==> src/rtl/fetch_ctrl.sv <==
// Instruction-fetch controller: drives one imem request at a time and holds the
// fetched word for decode; computes the load value for an external pc register.
module fetch_ctrl #(
  parameter logic [31:0] RESET_PC = 32'h0000_0000,
  parameter logic [31:0] TRAP_VEC = 32'h0000_0100
) (
  input  logic        clk,
  input  logic        reset,
  input  logic [31:0] pc,
  output logic [31:0] next_pc,
  output logic        imem_req,
  output logic [31:0] imem_addr,
  input  logic        imem_gnt,
  input  logic        imem_rvalid,
  input  logic [31:0] imem_rdata,
  output logic        instr_valid,
  output logic [31:0] instr,
  output logic [31:0] instr_pc,
  input  logic        instr_ready,
  input  logic        redirect_valid,
  input  logic [31:0] redirect_pc,
  input  logic        trap
);

  typedef enum logic [2:0] {
    IDLE  = 3'd0,
    REQ   = 3'd1,
    WAIT  = 3'd2,
    HOLD  = 3'd3,
    FLUSH = 3'd4
  } state_t;

  state_t      state_reg;
  logic        imem_req_reg;
  logic        instr_valid_reg;
  logic [31:0] instr_reg;
  logic [31:0] instr_pc_reg;
  logic        redirect_evt;
  logic [31:0] pc_sel;

  // Redirects are meaningless before the first request has been issued.
  assign redirect_evt = !reset && (state_reg != IDLE) && (trap || redirect_valid);

  always_comb begin
    pc_sel = pc;
    if (reset) begin
      pc_sel = RESET_PC;
    end else if (redirect_evt) begin
      pc_sel = trap ? TRAP_VEC : redirect_pc;
    end else if ((state_reg == HOLD) && instr_ready) begin
      pc_sel = pc + 32'd4;
    end
  end

  assign next_pc     = {pc_sel[31:2], 2'b00};
  assign imem_addr   = pc;
  assign imem_req    = imem_req_reg && !reset;
  assign instr_valid = instr_valid_reg && !reset;
  assign instr       = reset ? 32'd0 : instr_reg;
  assign instr_pc    = reset ? 32'd0 : instr_pc_reg;

  always_ff @(posedge clk) begin
    if (reset) begin
      state_reg       <= IDLE;
      imem_req_reg    <= 1'b0;
      instr_valid_reg <= 1'b0;
      instr_reg       <= 32'd0;
      instr_pc_reg    <= 32'd0;
    end else begin
      case (state_reg)
        IDLE: begin
          state_reg    <= REQ;
          imem_req_reg <= 1'b1;
        end
        REQ: begin
          if (imem_gnt) begin
            state_reg    <= redirect_evt ? FLUSH : WAIT;
            imem_req_reg <= 1'b0;
          end
        end
        WAIT: begin
          // A response that coincides with a redirect belongs to the old path.
          if (imem_rvalid) begin
            state_reg       <= redirect_evt ? REQ : HOLD;
            imem_req_reg    <= redirect_evt;
            instr_valid_reg <= !redirect_evt;
            if (!redirect_evt) begin
              instr_reg    <= imem_rdata;
              instr_pc_reg <= pc;
            end
          end else if (redirect_evt) begin
            state_reg <= FLUSH;
          end
        end
        HOLD: begin
          if (redirect_evt || instr_ready) begin
            state_reg       <= REQ;
            imem_req_reg    <= 1'b1;
            instr_valid_reg <= 1'b0;
          end
        end
        FLUSH: begin
          if (imem_rvalid) begin
            state_reg    <= REQ;
            imem_req_reg <= 1'b1;
          end
        end
        default: begin
          state_reg       <= IDLE;
          imem_req_reg    <= 1'b0;
          instr_valid_reg <= 1'b0;
        end
      endcase
    end
  end

endmodule

==> config.mk <==
export PLATFORM = sky130hd
export DESIGN_NAME = fetch_ctrl
export DESIGN_NICKNAME = d
export VERILOG_FILES = /design/src/rtl/fetch_ctrl.sv
export SDC_FILE = /design/constraint.sdc
export NUM_CORES = 1
export LEC_CHECK = 0
export CELL_PAD_IN_SITES_DETAIL_PLACEMENT = 0
export CELL_PAD_IN_SITES_GLOBAL_PLACEMENT = 2
export CORE_ASPECT_RATIO = 0.75
export CORE_MARGIN = 3
export CORE_UTILIZATION = 22
export CTS_BUF_LIST = sky130_fd_sc_hd__clkbuf_8 sky130_fd_sc_hd__clkbuf_16
export DETAILED_ROUTE_END_ITERATION = 12
export PLACE_DENSITY_LB_ADDON = 0.1
export SLEW_MARGIN = 20
export SYNTH_ARGS = -nofsm -noshare
export SYNTH_HDL_FRONTEND = slang
export SYNTH_SLANG_ARGS = --single-unit
export TNS_END_PERCENT = 5
==> constraint.sdc <==
create_clock -name clk -period 4.9 [get_ports clk]
set_clock_uncertainty 0.05 [all_clocks]
set_input_delay 0.98 -clock clk [delete_from_list [all_inputs] [get_ports clk]]
set_output_delay 0.98 -clock clk [all_outputs]
set_load 0.005 [all_outputs]
==> flow_metrics.tcl, run 1 <==
set metrics [dict create \
    status "finished clean" \
    ant_nets 0 \
    design_area_sq_um 7030 \
    synth_top_area_share_pct 31.7 \
    min-delay-start "instr_reg[26]" \
    htree_levels 3 \
    fin_ws_ns 0.319 \
    finalSetupViolCount 0 \
    cts_resized 0 \
    holdCritPathClass "register to register" \
    combPwrFrac_pct 19.8 \
    worstPathArrival_ns 3.55 \
    worstSetupPathType "input port to output port" \
    synthFlopType "dfxtp_1" \
    place_ws_ns 0.342 \
    cts_tree "built" \
    slew_headroom_pct 34.5 \
    stdcell_count 1036 \
    post_cts_buffers 0 \
    fin_crit_ns 4.58 \
    p_leak_nw 2.36 \
    tightest_slew_ns 0.983 \
    synth_area_per_cell_sq_um 7.27 \
    clkPwrFrac_pct 45.1 \
    p_int_mw 1.25 \
    num_vias 4626 \
    r2r-start "state_reg[1]" \
    switching_power_mw 0.408 \
    hold_viol_final 0 \
    start_kind "input port" \
    fin_nets 889 \
    cts_hold_buf 0 \
    holdPathStages 2 \
    synth_edf_count 0 \
    core_area_sq_um 18900 \
    dieHeight_microns 128 \
    synth_area_leaders "dfxtp_1 (32%), nand2_1 (12%), a21oi_1 (10%), nor2b_1 (9.6%), buf_4 (6.0%)" \
    n_fill_cell 1988 \
    cellPowerDensity_nw_per_um2 236 \
    drive_gt1_share_pct 7.48 \
    cts_max_path_buffers 2 \
    gp_congestion 0.780 \
    vias_per_cell 4.47 \
    grt_pass1_vias 4492 \
    dr.pass1.iters 4 \
    synth_cells 599 \
    max_freq_mhz 218 \
    clock_sinks 69 \
    grt_max_degree 88 \
    finalMaxSlewViolations 0 \
    globalRouteTotalUtil_pct 14.8 \
    areaGrowthSynthToFinish_pct 61.4 \
    setup_tns_ns 0 \
    sw_frac_of_total_pct 24.6 \
    routed_wl_mm 16.5 \
    grt-ovfl-total 0 \
    rsz0062_at_grt "no" \
    crit_required_ns 3.87 \
    hpwl_mm 12.3 \
    r2r_setup_slack_ns 2.39 \
    ys_warn_count 0 \
    ys_seq_area_share_pct 31.7 \
    seq_power_share_pct 35.1 \
    end_kind "output port" \
    grt_pass1_wl_mm 25.3 \
    grt_antenna_before_repair 0 \
    ios 233 \
    place_area_sq_um 6690 \
    drc 0 \
    maxCapViolCount 0 \
    clk_pin_slew_worst_paths_ns 0.06 \
    drt-initial-drc-count 245 \
    fp.dieW_microns 168 \
    io_buffer_count 228 \
    netlist.top_cell.by_area "dfxtp_1" \
    root_buffer "clkbuf_16" \
    async_flop_share_pct 0 \
    diodes 0 \
    cts_made_buffers 9 \
    path_max_fanout 9 \
    ys_types 50 \
    synth_area_sq_um 4360 \
    worstSkewPairLatency_ns 0.33 \
    hold-path-endpoint "instr_reg[26]" \
    r2r_end "instr_pc_reg[21]" \
    rows 43 \
    dp_cells 1021 \
    die_area_sq_um 21500 \
    initial_core_util_pct 23.0 \
    peakVddDrop_v 0.000138 \
    reg2reg_depth 6 \
    drt-wirelength-per-cell_microns 15.9 \
    period_share_pct 93.5 \
    synth-seq-cells 69 \
]
## through the flow
step | power (mW) | hold WS [ns] | util, %
2_1_floorplan | 0.725 | 0.382 | -
3_3_place_gp | 0.925 | 0.387 | 35.3
3_5_place_dp | 0.926 | 0.392 | 35.3
4_1_cts | 1.69 | 0.400 | 37.1
5_1_grt | 1.74 | 0.418 | 37.1
6_report | 1.66 | 0.398 | 37.1
## layout make-up
cell class	count	area, sq um	area share, %
timing repair buffer	250	2440	34.8
multi-input combinational	448	2530	36.0
clock inverter	6	113	1.60
sequential	69	1380	19.7
inverter	7	26.3	0.374
tap	247	309	4.40
clock buffer	9	225	3.20
## critical path: stages
cell	delay, ns
clkdlybuf4s50_1	0.59
nand4b_4	0.24
nor4_4	0.52
nand3b_1	0.23
xnor2_1	0.20
a211oi_1	0.24
clkdlybuf4s50_1	0.54
## power by group through the flow
stage,logic (mW),clock network [mW],registers (mW)
after global routing,0.358,0.802,0.583
after detailed placement,0.332,0,0.594
after CTS,0.333,0.779,0.582
after global placement,0.332,0,0.594
after floorplan,0.135,0,0.590
final,0.328,0.749,0.582
## layout by cell type (no fill, tap or decap), types with 9 or more instances in the layout
master and instances:
a211oi_1 14, a21oi_1 87, buf_4 23, clkbuf_16 9, clkdlybuf4s50_1 227, dfxtp_1 69
nand2_1 145, nand3_1 13, nand4_1 12, nor2_1 13, nor2b_1 67, o21ai_0 12
xnor2_1 13, xor2_1 15
## cells in the mapped netlist, types with 5 or more instances
library cell,n
nor2b_1,67
clkbuf_1,23
xor2_1,15
buf_2,14
dfxtp_1,69
nor2_1,13
o21ai_0,12
a21oi_1,87
nor3_1,5
inv_1,7
nand2_1,145
xnor2_1,13
nand4_1,12
buf_4,35
a211oi_1,14
nand3_1,14
## per-layer routing
metal | global-route usage (%) | wire, microns | up-vias
met1 | 20.2 | 7930 | 2108
met5 | 0 | 0 | -
met4 | 3.51 | 177 | 0
met3 | 5.58 | 1440 | 10
met2 | 22.3 | 6910 | 149
li1 | - | - | 2359
## cells by family after synthesis
logic type	after synthesis	synth area share (%)
compound gates	128	16.7
simple gates	289	35.0
other cells	1	0.0861
buf+inv	83	10.6
flops	69	31.7
fa+ha+maj	1	0.287
xor+xnor	28	5.63
## worst max path at each step
stage                start     endpoint  slack (ns)
5_1_grt        instr_ready  next_pc[24]        0.17
3_3_place_gp         pc[2]  next_pc[24]        0.35
2_1_floorplan        pc[2]  next_pc[24]        1.63
4_1_cts        instr_ready  next_pc[24]        0.32
3_5_place_dp   instr_ready  next_pc[24]        0.34
6_report       instr_ready  next_pc[24]        0.32
Note: power is estimated with default switching activity, not from simulation.
==> run 2, diff against run 1 <==
- ABC_CLOCK_PERIOD_IN_PS: not set -> 4300
- CORE_UTILIZATION: 22 -> 20
- clock period: 4.9 -> 4.3 ns (I/O delays scaled with it)
==> flow_metrics.tcl, run 2 (synthesis gave the netlist of run 1 again) <==
set metrics [dict create \
    status "finished clean" \
    fin_nets 907 \
    crit_required_ns 3.39 \
    dieHeight_microns 134 \
    die_area_sq_um 23600 \
    top_usage_layer "met2" \
    r2r-start "state_reg[1]" \
    timing.critical_path.slowest_cell_delay_ns 0.56 \
    end_kind "output port" \
    n_fill_cell 2271 \
    ant_nets 0 \
    peakVddDrop_v 0.000128 \
    drive_gt1_share_pct 9.78 \
    worstSetupPathType "input port to output port" \
    grt_pass1_vias 4555 \
    p_int_mw 1.28 \
    io_buffer_count 228 \
    r2r_setup_slack_ns 2.01 \
    slew_headroom_pct 36.8 \
    start_kind "input port" \
    dr.pass1.iters 4 \
    gp_congestion 0.744 \
    sw_frac_of_total_pct 27.7 \
    htree_levels 3 \
    cp_cell_sequence "clkdlybuf4s50_1 > buf_4 > nand2_1 > nor4_4 > nand4_1 > xor2_1 > a211oi_1 > clkdlybuf4s50_1" \
    grt_max_degree 93 \
    hpwl_mm 12.8 \
    cpMaxStageDelayCell "clkdlybuf4s50_1" \
    fp.dieW_microns 176 \
    tightest_slew_ns 0.949 \
    drt-initial-drc-count 210 \
    critPathLaunch "pc[3]" \
    setup_tns_ns 0 \
    globalRouteTotalUtil_pct 14.2 \
    clock_sinks 69 \
    whs_ns 0.399 \
    worstPathArrival_ns 3.26 \
    final_common_cell "clkdlybuf4s50_1" \
    use_met2_pct 21.2 \
    endpoint "next_pc[21]" \
    core_area_sq_um 21200 \
    path_max_fanout 5 \
    drt-wirelength-per-cell_microns 15.7 \
    use_met3_pct 5.38 \
    cpMostUsedCell "clkdlybuf4s50_1" \
    diodes 0 \
    reg2reg_depth 6 \
    seq_power_share_pct 37.5 \
    num_vias 4653 \
    grt_antenna_before_repair 1 \
    rows 46 \
    clk_pin_slew_worst_paths_ns 0.06 \
    fin_crit_ns 4.17 \
    p_leak_nw 2.42 \
    cts_made_buffers 9 \
    r2r_end "instr_pc_reg[0]" \
    root_buffer "clkbuf_16" \
    cts_hold_buf 0 \
    finalMaxSlewViolations 0 \
    use_met1_pct 19.7 \
    rsz0062_at_grt "no" \
    period_share_pct 97.1 \
    routed_wl_mm 17.2 \
    hold_viol_final 0 \
    maxCapViolCount 0 \
    areaGrowthSynthToFinish_pct 65.0 \
    grt-ovfl-total 0 \
    ios 233 \
    max_freq_mhz 240 \
    final_cell_mix "clkdlybuf4s50_1 (226), nand2_1 (145), a21oi_1 (87)" \
    clkPwrFrac_pct 40.6 \
    drc 0 \
    holdCritPathClass "register to register" \
    cts_max_path_buffers 2 \
    worstSkewPairLatency_ns 0.33 \
    cts_tree "built" \
    finalSetupViolCount 0 \
    fin_util_pct 33.8 \
    initial_core_util_pct 20.5 \
    vias_per_cell 4.25 \
    cellPowerDensity_nw_per_um2 246 \
    grt_pass1_wl_mm 26.4 \
    combPwrFrac_pct 21.9 \
    switching_power_mw 0.490 \
]
## run 2: cell types whose count changed in the layout (fill, tap and decap cells not counted), sizes merged
cell / change
inv: +2
dlymetal6s2s: +1
clkinv: -2
clkbuf: +1
clkinvlp: +3
buf: +18
clkdlybuf4s50: -1
bufinv: -3
## run 2: timing repair
| item | CTS | global route |
|---|---|---|
| setup buffers | 0 | 3 |
| endpoints found under the setup margin | 0 | 10 |
| resized for setup | 0 | 2 |
## run 2: area by class of cell
| cell class | count | area (sq um) | share of cell area, % |
|---|---|---|---|
| clock buffers | 10 | 239 | 3.32 |
| clock inverters | 6 | 45.0 | 0.627 |
| inverters | 7 | 26.3 | 0.366 |
| multi-input cells | 448 | 2540 | 35.4 |
| flip-flops and latches | 69 | 1380 | 19.2 |
| well taps | 288 | 360 | 5.01 |
| repair buffers | 268 | 2590 | 36.1 |
## run 2: routing by layer
| layer | wire (microns) | up-vias | part of all wire (%) |
|---|---|---|---|
| met4 | 137 | 2 | 0.80 |
| met1 | 8360 | 2114 | 49 |
| met2 | 7270 | 139 | 42 |
| met5 | 7 | - | 0.041 |
| met3 | 1450 | 10 | 8.4 |
| li1 | - | 2388 | - |
## run 2: through the flow
step	area, sq um	setup slack [ns]	cells	power (mW)
6_report	7190	0.125	1096	1.77
5_1_grt	7190	0.0221	1096	1.87
4_1_cts	7160	0.0397	1093	1.82
3_3_place_gp	6870	0.0716	1077	1.07
2_1_floorplan	4360	1.27	600	0.826
3_5_place_dp	6870	0.0516	1077	1.07
## run 2: how the worst min path moves through the flow
stage,from,to,slack (ns),cells past startpoint
after detailed placement,instr_reg[18],instr_reg[18],0.39,2
after global placement,instr_reg[30],instr_reg[30],0.39,2
after CTS,instr_reg[18],instr_reg[18],0.40,2
after floorplan,instr_pc_reg[0],instr_pc_reg[0],0.38,2
after global routing,instr_reg[28],instr_reg[28],0.42,2
final,instr_reg[20],instr_reg[20],0.40,2
## run 2: power by group through the flow
stage / logic (mW) / registers [mW] / clock network, mW
floorplan: 0.154 / 0.672 / 0
global placement: 0.390 / 0.677 / 0
detailed placement: 0.391 / 0.677 / 0
CTS: 0.394 / 0.663 / 0.759
global route: 0.423 / 0.665 / 0.779
finish: 0.387 / 0.663 / 0.719
## run 2: critical path: cells and delay by family
| family | cells | cell delay [ns] |
|---|---|---|
| and+or+nand+nor | 3 | 0.78 |
| buffers and inverters | 3 | 1.20 |
| xor gates and xnor gates | 1 | 0.18 |
| AOI/OAI and AO/OA | 1 | 0.24 |
==> run 3, diff against run 2 <==
- PLACE_DENSITY: not set -> 0.79
- PLACE_DENSITY_LB_ADDON: 0.1 -> not set
==> flow_metrics.tcl, run 3 (synthesis gave the netlist of run 1 again) <==
set metrics [dict create \
    clk_pin_slew_worst_paths_ns 0.06 \
    grt_pass1_vias 4411 \
    dr.pass1.iters 4 \
    core_area_sq_um 21200 \
    initial_core_util_pct 20.5 \
    hpwl_mm 12.7 \
    gp_congestion 0.757 \
    finalMaxSlewViolations 0 \
    clock_sinks 69 \
    dp_cells 1084 \
    ios 233 \
    fin_nets 911 \
    dieHeight_microns 134 \
    root_buffer "clkbuf_16" \
    cts_max_path_buffers 2 \
    grt_antenna_before_repair 0 \
    rows 46 \
    ant_nets 0 \
    finalSetupViolCount 0 \
    p_leak_nw 2.50 \
    holdCritPathClass "register to register" \
    drc 0 \
    final_common_cell "clkdlybuf4s50_1" \
    fin_util_pct 34.0 \
    whs_ns 0.398 \
    setup_tns_ns 0 \
    fin_ws_ns 0.0769 \
    stdcell_count 1099 \
    cts_made_buffers 9 \
    max_freq_mhz 237 \
    n_fill_cell 2257 \
    io_buffer_count 228 \
    vias_per_cell 4.31 \
    globalRouteTotalUtil_pct 14.2 \
    fin_crit_ns 4.22 \
    grt_pass1_wl_mm 26.2 \
    cts_tree "built" \
    rsz0062_at_grt "yes" \
    slew_headroom_pct 44.2 \
    hold_viol_final 0 \
    status "finished clean" \
    htree_levels 3 \
    worstSetupPathType "input port to output port" \
    endpoint "next_pc[23]" \
    total_power_mw 1.81 \
    period_share_pct 98.2 \
    drt-initial-drc-count 271 \
    areaGrowthSynthToFinish_pct 65.9 \
    worstSkewPairLatency_ns 0.33 \
    num_vias 4738 \
    worstPathArrival_ns 3.31 \
    peakVddDrop_v 0.000136 \
    tightest_slew_ns 0.837 \
    reg2reg_depth 6 \
    grt_max_degree 78 \
    grt-ovfl-total 0 \
    fp.dieW_microns 176 \
    maxCapViolCount 0 \
    routed_wl_mm 17.1 \
    crit_required_ns 3.39 \
    r2r-start "state_reg[1]" \
    design_area_sq_um 7230 \
    r2r_setup_slack_ns 2.04 \
    path_max_fanout 9 \
    cellPowerDensity_nw_per_um2 250 \
    drt-wirelength-per-cell_microns 15.6 \
    post_cts_buffers 0 \
    die_area_sq_um 23600 \
    critPathLaunch "instr_ready" \
    place_ws_ns 0.0516 \
    place_area_sq_um 6910 \
    r2r_end "instr_pc_reg[10]" \
    final_cell_mix "clkdlybuf4s50_1 (223), nand2_1 (145), a21oi_1 (87)" \
    end_kind "output port" \
    start_kind "input port" \
    drive_gt1_share_pct 10.2 \
    diodes 0 \
]
-- run 3: area by class of cell --
cell class	count	area [sq um]	area share, %
multi-input combinational	448	2540	35.2
tap	288	360	4.99
inverter	7	26.3	0.364
clock buffer	9	225	3.12
clock inverter	6	65.1	0.900
timing repair buffer	272	2620	36.3
sequential	69	1380	19.1
-- run 3: worst min-delay path by stage --
stage	from	end	slack, ns	cells past startpoint
final	instr_reg[30]	instr_reg[30]	0.40	2
after global routing	instr_reg[20]	instr_reg[20]	0.41	2
after CTS	instr_reg[11]	instr_reg[11]	0.40	2
after detailed placement	instr_reg[20]	instr_reg[20]	0.39	2
after global placement	instr_pc_reg[27]	instr_pc_reg[27]	0.39	2
after floorplan	instr_pc_reg[0]	instr_pc_reg[0]	0.38	2
-- run 3: repair_timing --
item                                    CTS  global route
gates resized for setup                   0             7
endpoints found under the setup margin    0             7
hold buffers                              0             0
-- run 3: power breakdown --
| part | switching [mW] | internal (mW) | total (mW) |
|---|---|---|---|
| logic | 0.171 | 0.221 | 0.392 |
| registers | 0.0114 | 0.652 | 0.663 |
| clock network | 0.306 | 0.446 | 0.752 |
-- run 3: per-layer routing --
metal / part of all wire, % / up-vias / track usage, % / wire length (microns)
li1: - / 2394 / - / -
met1: 49 / 2159 / 19.9 / 8420
met2: 41 / 175 / 20.5 / 7030
met3: 9.1 / 10 / 5.91 / 1570
met4: 0.75 / 0 / 2.62 / 129
met5: 0 / - / 0 / 0
-- run 3: critical path, stage by stage --
cell	delay, ns
clkdlybuf4s50_1	0.54
nand4b_4	0.24
nor4_4	0.51
nand4_1	0.16
xor2_1	0.16
a211oi_1	0.27
clkdlybuf4s50_1	0.56
